[src/rtl/frame_update_sequencer_pkg.sv]
// Shared types and client index constants for the Galaga per-frame update sequencer.
package galaga_pkg;
  typedef enum logic [1:0] {IDLE, SCAN, REQ, DONE} seq_state_t;

  localparam int CL_PLAYER  = 0;
  localparam int CL_PBULLET = 1;
  localparam int CL_ENEMY   = 2;
  localparam int CL_COLLIDE = 3;
endpackage

[src/rtl/frame_update_sequencer_if.sv]
// Bundle between vga timing / update units and the frame update sequencer.
interface frame_update_sequencer_if #(
  parameter int N_CLIENTS = 4,
  parameter int FCNT_W    = 16
);
  logic                 vsync_n;
  logic                 pause;
  logic [N_CLIENTS-1:0] client_en;
  logic [N_CLIENTS-1:0] ack;
  logic [N_CLIENTS-1:0] req;
  logic                 tick;
  logic                 done;
  logic                 busy;
  logic [FCNT_W-1:0]    frame_cnt;
  logic [N_CLIENTS-1:0] fault;
  logic                 overrun;

  modport master (
    input  vsync_n, pause, client_en, ack,
    output req, tick, done, busy, frame_cnt, fault, overrun
  );

  modport slave (
    output vsync_n, pause, client_en, ack,
    input  req, tick, done, busy, frame_cnt, fault, overrun
  );
endinterface

[src/rtl/frame_update_sequencer_next_client_find.sv]
// Combinational finder: lowest enabled client index at or above start.
module next_client_find #(
  parameter int N_CLIENTS = 4,
  parameter int IDX_W     = $clog2(N_CLIENTS + 1)
) (
  input  logic [N_CLIENTS-1:0] en,
  input  logic [IDX_W-1:0]     start,
  output logic                 found,
  output logic [IDX_W-1:0]     idx
);
  // Descending scan so the lowest qualifying index is the last one written.
  always_comb begin
    found = 1'b0;
    idx   = '0;
    for (int i = N_CLIENTS - 1; i >= 0; i--) begin
      if (en[i] && (IDX_W'(i) >= start)) begin
        found = 1'b1;
        idx   = IDX_W'(i);
      end
    end
  end
endmodule

[src/rtl/frame_update_sequencer.sv]
// Per-frame sequencer: on vsync falling edge, serves enabled update units one at a time
// via req/ack, with per-client timeout, frame counting and overrun detection.
module frame_update_sequencer
  import galaga_pkg::*;
#(
  parameter int N_CLIENTS = 4,
  parameter int TIMEOUT   = 1024,
  parameter int FCNT_W    = 16
) (
  input logic                      clk,
  input logic                      reset,
  frame_update_sequencer_if.master bus
);
  localparam int IDX_W = $clog2(N_CLIENTS + 1);
  localparam int TMO_W = $clog2(TIMEOUT);

  seq_state_t           state_q, state_d;
  logic [IDX_W-1:0]     idx_q, idx_d;
  logic [TMO_W-1:0]     tmo_q, tmo_d;
  logic                 vs_prev_q;
  logic [N_CLIENTS-1:0] req_q, req_d;
  logic                 tick_q, tick_d;
  logic                 done_q, done_d;
  logic [FCNT_W-1:0]    fcnt_q, fcnt_d;
  logic [N_CLIENTS-1:0] fault_q, fault_d;
  logic                 overrun_q, overrun_d;

  logic                 vs_edge;
  logic                 fnd;
  logic [IDX_W-1:0]     fnd_idx;
  logic                 acked;

  next_client_find #(.N_CLIENTS(N_CLIENTS), .IDX_W(IDX_W)) u_find (
    .en    (bus.client_en),
    .start (idx_q),
    .found (fnd),
    .idx   (fnd_idx)
  );

  assign vs_edge = !bus.vsync_n && vs_prev_q;
  // req is one-hot on idx while in REQ, so masking ack with it picks ack[idx].
  assign acked   = |(bus.ack & req_q);

  always_comb begin
    state_d   = state_q;
    idx_d     = idx_q;
    tmo_d     = tmo_q;
    req_d     = req_q;
    tick_d    = 1'b0;
    done_d    = 1'b0;
    fcnt_d    = fcnt_q;
    fault_d   = fault_q;
    overrun_d = overrun_q;

    if (vs_edge && state_q != IDLE) overrun_d = 1'b1;

    case (state_q)
      IDLE: begin
        if (vs_edge && !bus.pause) begin
          state_d = SCAN;
          idx_d   = '0;
          tick_d  = 1'b1;
        end
      end
      SCAN: begin
        if (fnd) begin
          state_d = REQ;
          idx_d   = fnd_idx;
          req_d   = N_CLIENTS'(1) << fnd_idx;
          tmo_d   = '0;
        end else begin
          state_d = DONE;
          done_d  = 1'b1;
        end
      end
      REQ: begin
        if (acked) begin
          req_d   = '0;
          idx_d   = idx_q + IDX_W'(1);
          state_d = SCAN;
        end else if (tmo_q == TMO_W'(TIMEOUT - 1)) begin
          fault_d = fault_q | req_q;
          req_d   = '0;
          idx_d   = idx_q + IDX_W'(1);
          state_d = SCAN;
        end else begin
          tmo_d = tmo_q + TMO_W'(1);
        end
      end
      DONE: begin
        fcnt_d  = fcnt_q + FCNT_W'(1);
        state_d = IDLE;
      end
      default: state_d = IDLE;
    endcase
  end

  always_ff @(posedge clk) begin
    if (reset) begin
      state_q   <= IDLE;
      idx_q     <= '0;
      tmo_q     <= '0;
      vs_prev_q <= 1'b1;
      req_q     <= '0;
      tick_q    <= 1'b0;
      done_q    <= 1'b0;
      fcnt_q    <= '0;
      fault_q   <= '0;
      overrun_q <= 1'b0;
    end else begin
      state_q   <= state_d;
      idx_q     <= idx_d;
      tmo_q     <= tmo_d;
      vs_prev_q <= bus.vsync_n;
      req_q     <= req_d;
      tick_q    <= tick_d;
      done_q    <= done_d;
      fcnt_q    <= fcnt_d;
      fault_q   <= fault_d;
      overrun_q <= overrun_d;
    end
  end

  assign bus.req       = req_q;
  assign bus.tick      = tick_q;
  assign bus.done      = done_q;
  assign bus.busy      = (state_q != IDLE);
  assign bus.frame_cnt = fcnt_q;
  assign bus.fault     = fault_q;
  assign bus.overrun   = overrun_q;
endmodule
[src/flat_wrapper.sv]
// flat-port wrapper written by rule: the top's interface ports become plain ports
module frame_update_sequencer_flat import galaga_pkg::*;
#(
  parameter int N_CLIENTS = 4,
  parameter int TIMEOUT   = 1024,
  parameter int FCNT_W    = 16
)
  (clk, reset, bus_vsync_n, bus_pause, bus_client_en, bus_ack, bus_req, bus_tick, bus_done, bus_busy, bus_frame_cnt, bus_fault, bus_overrun);
  frame_update_sequencer_if #(.N_CLIENTS(N_CLIENTS), .FCNT_W(FCNT_W)) bus_i ();
  input logic clk;
  input logic reset;
  input wire logic [$bits(bus_i.vsync_n)-1:0] bus_vsync_n;
  input wire logic [$bits(bus_i.pause)-1:0] bus_pause;
  input wire logic [$bits(bus_i.client_en)-1:0] bus_client_en;
  input wire logic [$bits(bus_i.ack)-1:0] bus_ack;
  output wire logic [$bits(bus_i.req)-1:0] bus_req;
  output wire logic [$bits(bus_i.tick)-1:0] bus_tick;
  output wire logic [$bits(bus_i.done)-1:0] bus_done;
  output wire logic [$bits(bus_i.busy)-1:0] bus_busy;
  output wire logic [$bits(bus_i.frame_cnt)-1:0] bus_frame_cnt;
  output wire logic [$bits(bus_i.fault)-1:0] bus_fault;
  output wire logic [$bits(bus_i.overrun)-1:0] bus_overrun;
  assign bus_i.vsync_n = bus_vsync_n;
  assign bus_i.pause = bus_pause;
  assign bus_i.client_en = bus_client_en;
  assign bus_i.ack = bus_ack;
  assign bus_req = bus_i.req;
  assign bus_tick = bus_i.tick;
  assign bus_done = bus_i.done;
  assign bus_busy = bus_i.busy;
  assign bus_frame_cnt = bus_i.frame_cnt;
  assign bus_fault = bus_i.fault;
  assign bus_overrun = bus_i.overrun;
  frame_update_sequencer #(.N_CLIENTS(N_CLIENTS), .TIMEOUT(TIMEOUT), .FCNT_W(FCNT_W)) u_core (.clk(clk), .reset(reset), .bus(bus_i));
endmodule
[config.mk]
export PLATFORM = sky130hd
export DESIGN_NAME = frame_update_sequencer_flat
export DESIGN_NICKNAME = d
export VERILOG_FILES = /design/src/rtl/frame_update_sequencer_pkg.sv /design/src/rtl/frame_update_sequencer_if.sv /design/src/rtl/frame_update_sequencer_next_client_find.sv /design/src/rtl/frame_update_sequencer.sv /design/src/flat_wrapper.sv
export SDC_FILE = /design/constraint.sdc
export NUM_CORES = 1
export LEC_CHECK = 0
export ABC_AREA = 1
export CAP_MARGIN = 20
export CORE_MARGIN = 2
export CORE_UTILIZATION = 59
export CTS_BUF_LIST = sky130_fd_sc_hd__clkbuf_4 sky130_fd_sc_hd__clkbuf_8
export DETAILED_ROUTE_END_ITERATION = 10
export DONT_BUFFER_PORTS = 1
export GPL_TIMING_DRIVEN = 0
export PLACE_DENSITY_LB_ADDON = 0.15
export SYNTH_ARGS = -nofsm -noshare
export SYNTH_HDL_FRONTEND = slang
export SYNTH_HIERARCHICAL = 1
export SYNTH_SLANG_ARGS = --single-unit
[constraint.sdc]
create_clock -name clk -period 1.6 [get_ports clk]
set_input_delay 0.24 -clock clk [delete_from_list [all_inputs] [get_ports clk]]
set_output_delay 0.24 -clock clk [all_outputs]
set_load 0.05 [all_outputs]
==> metrics <==
status complete, no violations; largest net degree at the start of global routing 14; H-tree Lvls 2; CTS tree yes; DRT Wirelength 5540 um; via count 2260; post-synthesis net count 374; count leader, synth nand2_1; Die Area 0.00458 mm2; syn avg cell area 6.78 um2; HP Start bus_vsync_n; Post-Layout Inst Area 0.00291 mm2; Reg2Reg Capture Point u_core/tmo_q[8]$_SDFFE_PP0P_; clock root buffer master clkbuf_8; fin crit share 96.2%; Post-Syn Area 0.00239 mm2; CTS clk-pin slew, worst paths 0.08 ns; initial DRC count 111; Final ANT Viol Nets 0; pins over their slew limit 0; Main synth FF type dfxtp_1; GR Util All Layers 24.5%; #FFs+latches synth 43; r2r startpoint u_core/tmo_q[0]$_SDFFE_PP0P_; final hold violations 0; hold path depth 2; cells taking the most area after synthesis dfxtp_1 (36%), nand2_1 (12%), nor2_1 (8.8%); synth cell count leaders nand2_1 (79), nor2_1 (56), inv_1 (44), dfxtp_1 (43), nand3_1 (28); worst hold endpoint u_core/vs_prev_q$_SDFF_PP1_; Setup Crit Path Kind reg -> reg; first-pass iteration count of the detailed router 5; GRT overflow 0; WP data arrival 1.71 ns; post-DR wirelength/cell 13.0 um; DP Area 0.00246 mm2; HPWL Detailed 3520 um; EDFF count, synth 0; # setup viols final 0; Worst EP required 1.77 ns; sequential-to-total area share from yosys stat 36.0%; ANT cells 0; I/O Buffers 0; residual DRC count 0; Clock Latency Late Sink 0.30 ns; Worst-Margin Slew 0.618 ns; # hold bufs at CTS 0; asr flop ratio synth 0%; Post-Place Cells 403; CP Launch Type flip-flop; Max-Cap Viols 0; drt via density 5.29; I/O pins 40; CP Max Fanout 7; area growth from synthesis to layout 21.8%; Die W 67.7 um; Pleak 1.19 nW; Initial Utilization 60.7%; Worst R2R Path Depth 9; CTS Buf Count 5; Max VDD drop 0.829 mV; initial antenna violation count 0; Placer Congestion 0.880; PD cells 1380 mW/mm2; # nets final 397; worst-case clock buffer depth 2; synth warn 6; first-pass GRT wire length 8420 um; row count 23; R2R Setup Slk 0.06 ns; FMAX 650 MHz; area share of the largest cell type after synthesis 36.0%; cell count after synthesis 353; Cell Count, Final, Fillers Out 427; clk_skew 0.00697 ns; Hold WS 0.0492 ns; CTS Sinks 43; vias in the first global route 1921; dominant cell type by area after synthesis dfxtp_1; share of cells above drive strength 1 26.3%; Hold WC Path Type in -> reg; Worst Setup End Kind flip-flop; height of the die 67.7 um; post-layout min period 1.54 ns; Max-Slew Margin vs Limit 58.8%; RSZ-0062 raised after global routing true; core area 0.00394 mm2; distinct cell type count after synthesis 37
-- worst max-delay path, stage by stage (launching register included) --
cell,delay [ns]
dfxtp_4,0.37
ha_2,0.18
nand2_2,0.09
nor2_4,0.17
nand3_4,0.11
nand2_2,0.09
nand2_4,0.11
buf_4,0.16
nand3_1,0.07
a21oi_1,0.06
-- worst max-delay path by stage --
stage	start	endpoint	slack, ns	cells past startpoint
floorplan	u_core/bus.frame_cnt[4]$_SDFFE_PP0N_	u_core/bus.frame_cnt[10]$_SDFFE_PP0N_	0.02	7
global placement	u_core/state_q[0]$_SDFFE_PP0P_	u_core/tmo_q[6]$_SDFFE_PP0P_	-0.18	11
detailed placement	u_core/state_q[0]$_SDFFE_PP0P_	u_core/tmo_q[9]$_SDFFE_PP0P_	-0.23	11
CTS	u_core/idx_q[0]$_SDFFE_PP0P_	u_core/idx_q[2]$_SDFFE_PP0P_	0.006	9
global route	u_core/state_q[1]$_SDFFE_PP0P_	u_core/bus.frame_cnt[13]$_SDFFE_PP0N_	-0.06	9
finish	u_core/tmo_q[0]$_SDFFE_PP0P_	u_core/tmo_q[8]$_SDFFE_PP0P_	0.06	9
-- placed cells by master (no fill, tap or decap), types with 3 or more instances in the layout --
| master | instances |
|---|---|
| inv_1 | 42 |
| nand3_1 | 25 |
| nand2_1 | 78 |
| nand3_2 | 4 |
| clkbuf_1 | 3 |
| nor2_2 | 8 |
| nand4_1 | 4 |
| clkbuf_8 | 7 |
| a21oi_1 | 26 |
| o21ai_1 | 4 |
| nor3_1 | 3 |
| dfxtp_2 | 7 |
| nand2_2 | 6 |
| ha_1 | 3 |
| nor2_4 | 8 |
| ha_2 | 4 |
| o21ai_0 | 8 |
| inv_2 | 3 |
| nor2_1 | 47 |
| buf_4 | 16 |
| dfxtp_1 | 21 |
| dfxtp_4 | 15 |
-- state kept, by name, summed over array words and instances, names as in the netlist --
register	cells
u_core/bus.tick	1
u_core/bus.done	1
u_core/bus.frame_cnt	16
u_core/bus.overrun	1
u_core/state_q	2
u_core/bus.fault	4
u_core/tmo_q	10
u_core/bus.req	4
u_core/idx_q	3
u_core/vs_prev_q	1
-- what timing repair did --
action / 4_1_cts / 5_1_grt
buffers inserted: 4 / 12
endpoints found under the setup margin: 30 / 29
resized for setup: 32 / 42
pin swaps: 3 / 6
cloned: 0 / 1
-- per-stage QoR --
| step | TNS, ns | worst slack [ns] | utilization, % | total power, mW |
|---|---|---|---|---|
| after floorplan | 0 | 0.0175 | - | 2.55 |
| after global placement | -2.96 | -0.177 | 62.4 | 2.77 |
| after detailed placement | -3.61 | -0.232 | 62.4 | 2.80 |
| after CTS | 0 | 0.00573 | 67.6 | 3.74 |
| after global routing | -0.485 | -0.0561 | 73.9 | 4.29 |
| final | 0 | 0.0616 | 73.9 | 4.01 |
-- report_power, final --
part | switching, mW | internal, mW | leakage, nW | total [mW]
Clock | 0.379 | 0.393 | 0.0505 | 0.771
Sequential | 0.333 | 1.25 | 0.364 | 1.58
Combinational | 1.01 | 0.656 | 0.771 | 1.66
Total | 1.72 | 2.30 | 1.19 | 4.01
-- cell type report --
cell class | instances | area, um2
plain buffers | 7 | 45.0
multi-input cells | 256 | 1460
inverters | 47 | 183
clock buffers | 7 | 96.3
clock inverters | 1 | 7.51
repair buffers | 16 | 133
flip-flops and latches | 43 | 926
fillers | 310 | 1030
well taps | 50 | 62.6
-- kinds of logic after synthesis --
family                     count (synthesis)  synth area share [%]
buffers and inverters                     55                  9.31
DFF                                       43                  36.0
other                                      1                 0.157
AOI/OAI and AO/OA                         48                  11.1
adders and majority gates                  9                  4.71
xor gates and xnor gates                   3                  1.10
and+or+nand+nor                          194                  37.6
-- per-layer routing --
metal,vias to the layer above,share of wire [%],global-route usage [%]
li1,1169,-,-
met1,1046,46,31.4
met2,40,50,39.8
met3,5,3.6,6.33
met4,0,1.2,7.65
met5,-,0,0
Power figures use the tool's default switching activity.
